## src/rtl/rr_bus_arbiter_pkg.sv

```systemverilog
// Shared types and helpers for the round-robin bus arbiter.
package rr_bus_arbiter_pkg;

  localparam int unsigned WORD_W = 32;
  localparam int unsigned SEL_W  = 5;

  typedef enum logic {
    ARB_IDLE  = 1'b0,
    ARB_GRANT = 1'b1
  } arb_state_t;

  function automatic logic [SEL_W-1:0] rr_next(input logic [SEL_W-1:0] ptr,
                                               input int unsigned n_req);
    if (32'(ptr) + 32'd1 >= n_req) return '0;
    return ptr + 1'b1;
  endfunction

endpackage

```

## src/rtl/mux32_32x1.sv

```systemverilog
// 32-input word multiplexer; input word k occupies D[32k+31:32k].
module MUX32_32x1 (
  input  logic [1023:0] D,
  input  logic [4:0]    S,
  output logic [31:0]   Y
);

  assign Y = D[{S, 5'b00000} +: 32];

endmodule

```

## src/rtl/rr_bus_arbiter_pick.sv

```systemverilog
// Rotate-priority finder: first asserted request scanning from ptr upward, wrapping.
module rr_pick
  import rr_bus_arbiter_pkg::*;
#(
  parameter int unsigned N_REQ = 4
) (
  input  logic [N_REQ-1:0] i_req,
  input  logic [SEL_W-1:0] i_ptr,
  output logic             o_found,
  output logic [SEL_W-1:0] o_idx
);

  logic [31:0] w_req_ext;

  // Walk the scan order backwards so the earliest hit is the last assignment.
  always_comb begin
    w_req_ext = '0;
    w_req_ext[N_REQ-1:0] = i_req;
    o_found = |i_req;
    o_idx = '0;
    for (int unsigned i = 0; i < N_REQ; i++) begin
      if (w_req_ext[SEL_W'((32'(i_ptr) + (N_REQ - 1 - i)) % N_REQ)])
        o_idx = SEL_W'((32'(i_ptr) + (N_REQ - 1 - i)) % N_REQ);
    end
  end

endmodule

```

## src/rtl/rr_bus_arbiter.sv

```systemverilog
// Round-robin arbiter sharing one 32-bit datapath between N_REQ requesters,
// with bounded grant tenure and a registered valid-qualified output beat.
module rr_bus_arbiter #(
  parameter int unsigned N_REQ    = 4,
  parameter int unsigned SEL_W    = 5,
  parameter int unsigned MAX_HOLD = 8
) (
  input  logic                CLK,
  input  logic                RST,
  input  logic [N_REQ-1:0]    REQ,
  input  logic [N_REQ*32-1:0] DATA_IN,
  output logic [N_REQ-1:0]    GNT,
  output logic [SEL_W-1:0]    SEL,
  output logic [31:0]         Y,
  output logic                Y_VALID
);

  import rr_bus_arbiter_pkg::*;

  arb_state_t       r_state, w_next_state;
  logic [N_REQ-1:0] r_gnt;
  logic [SEL_W-1:0] r_sel, r_ptr;
  logic [7:0]       r_hold;
  logic [31:0]      r_y;
  logic             r_y_valid;

  logic             w_found;
  logic [SEL_W-1:0] w_pick_idx;
  logic [1023:0]    w_mux_in;
  logic [31:0]      w_mux_y;
  logic [31:0]      w_req_ext;
  logic             w_req_k, w_beat, w_expire, w_release;

  rr_pick #(.N_REQ(N_REQ)) u_pick (
    .i_req  (REQ),
    .i_ptr  (r_ptr),
    .o_found(w_found),
    .o_idx  (w_pick_idx)
  );

  always_comb begin
    w_mux_in = '0;
    w_mux_in[N_REQ*32-1:0] = DATA_IN;
  end

  MUX32_32x1 u_mux (
    .D(w_mux_in),
    .S(r_sel),
    .Y(w_mux_y)
  );

  always_comb begin
    w_req_ext = '0;
    w_req_ext[N_REQ-1:0] = REQ;
    w_req_k      = w_req_ext[r_sel];
    w_beat       = 1'b0;
    w_expire     = 1'b0;
    w_release    = 1'b0;
    w_next_state = r_state;
    case (r_state)
      ARB_IDLE: begin
        if (w_found) w_next_state = ARB_GRANT;
      end
      ARB_GRANT: begin
        w_beat    = w_req_k;
        w_expire  = w_req_k && (r_hold + 8'd1 == 8'(MAX_HOLD));
        w_release = !w_req_k || w_expire;
        if (w_release) w_next_state = ARB_IDLE;
      end
      default: w_next_state = ARB_IDLE;
    endcase
  end

  always_ff @(posedge CLK) begin
    if (RST) begin
      r_state   <= ARB_IDLE;
      r_gnt     <= '0;
      r_sel     <= '0;
      r_ptr     <= '0;
      r_hold    <= '0;
      r_y       <= '0;
      r_y_valid <= 1'b0;
    end else begin
      r_state   <= w_next_state;
      r_y_valid <= w_beat;
      if (w_beat) begin
        r_y    <= w_mux_y;
        r_hold <= r_hold + 8'd1;
      end
      if (r_state == ARB_IDLE && w_found) begin
        r_gnt  <= N_REQ'(1) << w_pick_idx;
        r_sel  <= w_pick_idx;
        r_hold <= '0;
      end
      // SEL is left alone on release so the mux select stays stable.
      if (w_release) begin
        r_gnt <= '0;
        r_ptr <= rr_next(r_sel, N_REQ);
      end
    end
  end

  assign GNT     = r_gnt;
  assign SEL     = r_sel;
  assign Y       = r_y;
  assign Y_VALID = r_y_valid;

endmodule

```

## config.mk

```make
export PLATFORM = sky130hd
export DESIGN_NAME = rr_bus_arbiter
export DESIGN_NICKNAME = d
export VERILOG_FILES = /design/src/rtl/rr_bus_arbiter_pkg.sv /design/src/rtl/mux32_32x1.sv /design/src/rtl/rr_bus_arbiter_pick.sv /design/src/rtl/rr_bus_arbiter.sv
export SDC_FILE = /design/constraint.sdc
export NUM_CORES = 1
export LEC_CHECK = 0
export ABC_AREA = 1
export CAP_MARGIN = 20
export CORE_ASPECT_RATIO = 0.75
export CORE_MARGIN = 5
export CORE_UTILIZATION = 40
export DETAILED_ROUTE_END_ITERATION = 10
export DONT_BUFFER_PORTS = 1
export RECOVER_POWER = 100
export REMOVE_ABC_BUFFERS = 1
export SYNTH_ARGS = -nofsm -noshare
export SYNTH_HDL_FRONTEND = slang
export SYNTH_SLANG_ARGS = --single-unit
```

## constraint.sdc

```tcl
create_clock -name CLK -period 4.4 [get_ports CLK]
set_input_delay 0.66 -clock CLK [delete_from_list [all_inputs] [get_ports CLK]]
set_output_delay 0.66 -clock CLK [all_outputs]
set_load 0.02 [all_outputs]
```

=== Yosys cells after proc, flatten, opt, wreduce, memory -nomap -nowiden ===
Index checks and enable logic that the tools add are counted.

* Add/sub/neg operators: 6
* $lt $le $gt $ge: 6
* Equality and inequality tests: 1
* Shift-type cells: 2
* Mux-type cells: 24
* Bitwise logic cells: 1
* Reduce and logical (&&, ||, !) cells: 7

{| class="wikitable"
|+ Operators by type and width
! kind !! count
|-
| indexed part select 1024 x 8 -> 32 bit || 1
|-
| < comparator 2 x 6 -> 1 bit (second input constant) || 5
|-
| two-way mux 1 bit || 12
|-
| two-way mux 2 bit || 6
|-
| adder 8 x 1 -> 8 bit (second input constant) || 1
|-
| binary-select mux 1 bit (select 2 bit) || 4
|-
| equality test 8 x 4 -> 1 bit (second input constant) || 1
|-
| greater-or-equal comparator 6 x 3 -> 1 bit (second input constant) || 1
|-
| binary-select mux 1 bit (select 5 bit) || 1
|-
| adder 2 x 1 -> 2 bit (second input constant) || 2
|-
| adder 2 bit (second input constant) || 2
|-
| OR reduction 2 bit || 2
|-
| OR reduction 4 bit || 1
|-
| left shift 1 x 2 -> 4 bit (first input constant) || 1
|-
| adder 2 x 1 -> 3 bit (second input constant) || 1
|-
| logical AND 1 bit || 2
|-
| one-hot mux 1 bit (2 select lines) || 1
|-
| logical NOT 1 bit || 1
|-
| logical OR 1 bit || 1
|-
| NOT 1 bit || 1
|}

* Register bits after elaboration: 50
* Bits of input ports: 134
* Output and inout port bits: 42
* Logic and storage cells: 54

=== Longest topological paths before layout ===
* Depth after elaboration: 8
* Mapped depth: 14
* Depth with buffers taken out: 14

=== Cells and area by module ===
Synthesis repeated with hierarchy kept, for this count alone.

* Cell total of the unflattened synthesis: 2774
* Area, all modules: 13215.2 sq um

{| class="wikitable"
|+ Modules (own cells, without submodules)
! module !! instances !! cells each !! area an instance (sq um) !! seq. area each (sq um)
|-
| MUX32_32x1 || 1 || 2431 || 10796.6 || 0.0
|-
| rr_bus_arbiter || 1 || 293 || 2203.4 || 1121.1
|-
| rr_pick || 1 || 50 || 215.2 || 0.0
|}

=== Worst setup path before layout ===
OpenSTA, ideal clock, no wires.

* Kind: in2reg
* Start: input REQ[0]
* End: register r_hold[6]
* Setup time: 0.119 ns
* Data arrival time: 1.475 ns
* Data required time: 4.281 ns
* Path slack: 2.805 ns
* Cell stages on the path: 8
* Buffers on the path: 1
* Cell sequence: inv_1 o21ai_0 nand2_1 nor2_4 clkinv_2 buf_4 o21ai_0 a21oi_1

* Cells in the longest elaborated chain, start to end: 3
* Elaborated cells on any way between the ends: 6
* Classes of those cells: mux (3); reduce/logical (3)

{| class="wikitable"
|+ Ends and longest elaborated chain
! element !! RTL line !! RTL
|-
| from (decl) || rr_bus_arbiter.sv:10 || <nowiki>input logic [N_REQ-1:0] REQ,</nowiki>
|-
| binary-select mux 1 bit (select 5 bit) or OR reduction 4 bit (tied branches) || rr_bus_arbiter.sv:55, rr_bus_arbiter_pick.sv:19 ||
|-
| two-way mux 1 bit (implied by the code) or logical AND 1 bit (tied branches) || rr_bus_arbiter.sv:55, rr_bus_arbiter.sv:90 ||
|-
| two-way mux 1 bit or OR reduction 2 bit (tied branches) || -- ||
|-
| to (signal assigned) || rr_bus_arbiter.sv:88 || <nowiki>r_hold <= r_hold + 8'd1;</nowiki>
|-
| to (decl) || rr_bus_arbiter.sv:23 || <nowiki>logic [7:0] r_hold;</nowiki>
|}

Parallel ways exist; a longest one is shown, timed or not. The select of a mux whose other input is x is not followed.
A chain may end at the register's enable or synchronous reset.

=== Worst setup path in the final report ===
* Start: register r_sel[0] (netlist: SEL[0])
* End: register r_hold[6]

* Cells in the longest elaborated chain, start to end: 3

{| class="wikitable"
|+ Ends and longest elaborated chain
! element !! RTL line !! RTL
|-
| from (decl) || rr_bus_arbiter.sv:22 || <nowiki>logic [SEL_W-1:0] r_sel, r_ptr;</nowiki>
|-
| from (signal assigned) || rr_bus_arbiter.sv:92 || <nowiki>r_sel <= w_pick_idx;</nowiki>
|-
| binary-select mux 1 bit (select 5 bit) || rr_bus_arbiter.sv:55 || <nowiki>w_req_k = w_req_ext[r_sel];</nowiki>
|-
| two-way mux 1 bit (implied by the code) || rr_bus_arbiter.sv:55 ||
|-
| two-way mux 1 bit || rr_bus_arbiter.sv:60 || <nowiki>case (r_state)</nowiki>
|}

No other way between the ends. The select of a mux whose other input is x is not followed.

==> metrics.cfg <==
[placement]
hpwl_mm = 6.37
port_buffers = 0
finalWeightedCongestion = 0.817

[global_routing]
overflow = 0
grt_pass1_wl_mm = 14.6
antenna_found_initial = 0
grt_usage_pct = 18.1
grt_max_degree = 66
grt_pass1_vias = 3042

[hold_path]
hold_start = RST
holdPathEnd = Y_VALID
hold_depth = 1
min_path_type = primary input to register

[routing]
vias = 3192
avgRoutedWirePerCell_microns = 15.5
drc = 0
via_per_inst = 5.50
initialDrtViolationCount = 172
detail-route-antenna-nets = 0
drt_wl_total_mm = 9.02
dr.pass1.iters = 4

[layout]
nNetsFinal = 615
utilization_pct = 42.5
diodes = 0
final_cell_mix = nor2_1, o21ai_0, nand2_1
fill_cells = 844
syn2layout_area_growth_pct = 2.10
final_common_cell = nor2_1
drive_gt1_share_pct = 4.38

[floorplan]
die-area_sq_um = 9610
num_rows = 27
start_util_pct = 41.6
fp.coreArea_sq_um = 7430
fp.dieH_microns = 86.2
die_w_microns = 112
ios = 176

[critical_path]
critPathRequiredTime_ns = 4.57
r2r_slack_ns = 1.36
rr_endpoint = r_hold[6]
r2r_start = SEL[0]
r2r_cells = 8
cp.arrival_ns = 3.21
path_max_fanout = 42
critPathLaunchType = register
critPathKind = register to register
worstSetupEndpointType = register

[yosys]
muxShareOfSynthArea_pct = 0
synth_top_family_by_area = simple AND/OR/NAND/NOR gates
synth_adder_area_share_pct = 1.21
synth_top_area_share_pct = 32.4
synth_compound_area_share_pct = 26.5
ys_warn_count = 0
synth-seq-cells = 50
seq_area_frac_synth_pct = 32.4
netlist_area_sq_um = 3090
yosysTopAreaCell = dfxtp_1
synth-xor-area-share_pct = 0.566
synthFlopType = dfxtp_1
synth_cell_types = 28
avgSynthCellArea_sq_um = 6.17
synthSimpleGateAreaFrac_pct = 29.1
synth-edff-count = 0
ys_top_cells_by_area = dfxtp_1, nor2_1, o21ai_0
synth_cells = 501
async_flop_share_pct = 0

[sta]
finalCritPeriodShare_pct = 69.0
worst_pin_slew_ns = 1.21
fin_tns_setup_ns = 0
grt_setup_unrepaired = no
timing.final.hold_violations = 0
min_period_ns = 3.04
holdWs_ns = 0.430
maxSlewViolCount = 0
slew_headroom_pct = 19.4
setup_viol = 0
skew_ns = 0.00610
max_freq_ghz = 0.329

[power_and_ir_drop]
irDropWorstVdd_uv = 167
p_leak_nw = 1.34
total_power_mw = 1.47
power.density_nw_per_um2 = 465

[clocking]
cts_resized = 0
tritoncts = built
cts_max_path_buffers = 2
cts_root_buffer = clkbuf_8
clk_pin_slew_ns = 0.09
clock_latency_ns = 0.30
cts_max_level = 2
ctsHoldBuffers = 0
cts_sinks = 50
postCtsSetupRepairBufs = 0
cts_buffers = 5

[run_status]
status = finished, final reports clean

[run]
cap_violations = 0

## synthesized netlist by cell type (4+ instances only)
library cell  number
inv_2              4
o22ai_1           33
buf_2              9
o21ai_0           96
dfxtp_1           50
buf_4              7
a21oi_1            9
nand3_1           13
nor2_1           143
inv_1             26
clkbuf_1          16
o21ai_1           14
nand2_1           55
## how the worst max path moves through the flow
| stage | from | slack, ns | end | cells after the start |
|---|---|---|---|---|
| after detailed placement | SEL[0] | 1.74 | r_hold[6] | 8 |
| after global placement | SEL[0] | 1.81 | r_hold[0] | 8 |
| after CTS | SEL[0] | 1.73 | r_hold[6] | 8 |
| after global routing | SEL[0] | 0.83 | r_hold[6] | 8 |
| after floorplan | SEL[0] | 1.31 | r_hold[0] | 7 |
| final | SEL[0] | 1.36 | r_hold[6] | 8 |
## layout make-up
type	instances	area (sq um)	area share, %
timing repair buffer	3	22.5	0.713
multi-input combinational	386	1780	56.3
clock buffer	6	72.6	2.30
inverter	32	121	3.84
tap	101	126	4.00
sequential	50	1000	31.7
clock inverter	2	37.5	1.19
## where the power goes
group	internal (mW)	switching, mW	leakage [nW]
Clock	0.170	0.156	0.0514
Sequential	0.526	0.149	0.410
Combinational	0.155	0.314	0.881
Total	0.851	0.619	1.34
## flip-flops by register name (all words and copies together), names as in the netlist
signal and cells:
SEL 2, Y 32, r_state 1, GNT 4, Y_VALID 1, r_ptr 2, r_hold 8
## critical path: stages (launching register included)
cell,delay [ns]
dfxtp_1,1.13
a21oi_1,0.12
o21ai_0,0.12
nand2_1,0.13
nor2_4,0.09
buf_4,0.34
clkinv_2,0.54
o21ai_0,0.33
a21oi_1,0.07
## metrics by stage
stage	cell area [sq um]	std cells	worst slack, ns
6_report	3160	580	1.36
5_1_grt	3160	580	0.834
4_1_cts	3170	580	1.73
3_5_place_dp	3060	572	1.74
3_3_place_gp	3060	572	1.81
2_1_floorplan	2910	468	1.31
## metal layers
layer	vias up	part of all wire (%)	track usage, %
met3	7	9.4	5.78
met2	131	46	32.0
met5	-	0	0
met1	1445	43	21.7
met4	0	0.80	4.09
li1	1609	-	-
## logic make-up (layout without fill, tap and decap cells)
| kind of cell | Yosys count | in the layout |
|---|---|---|
| xor gates and xnor gates | 2 | 2 |
| adders and majority gates | 3 | 3 |
| buffers and inverters | 67 | 43 |
| and+or+nand+nor | 223 | 223 |
| DFF | 50 | 50 |
| AOI/OAI and AO/OA | 155 | 155 |
| other | 1 | 3 |
Note: power is estimated with default switching activity, not from simulation.
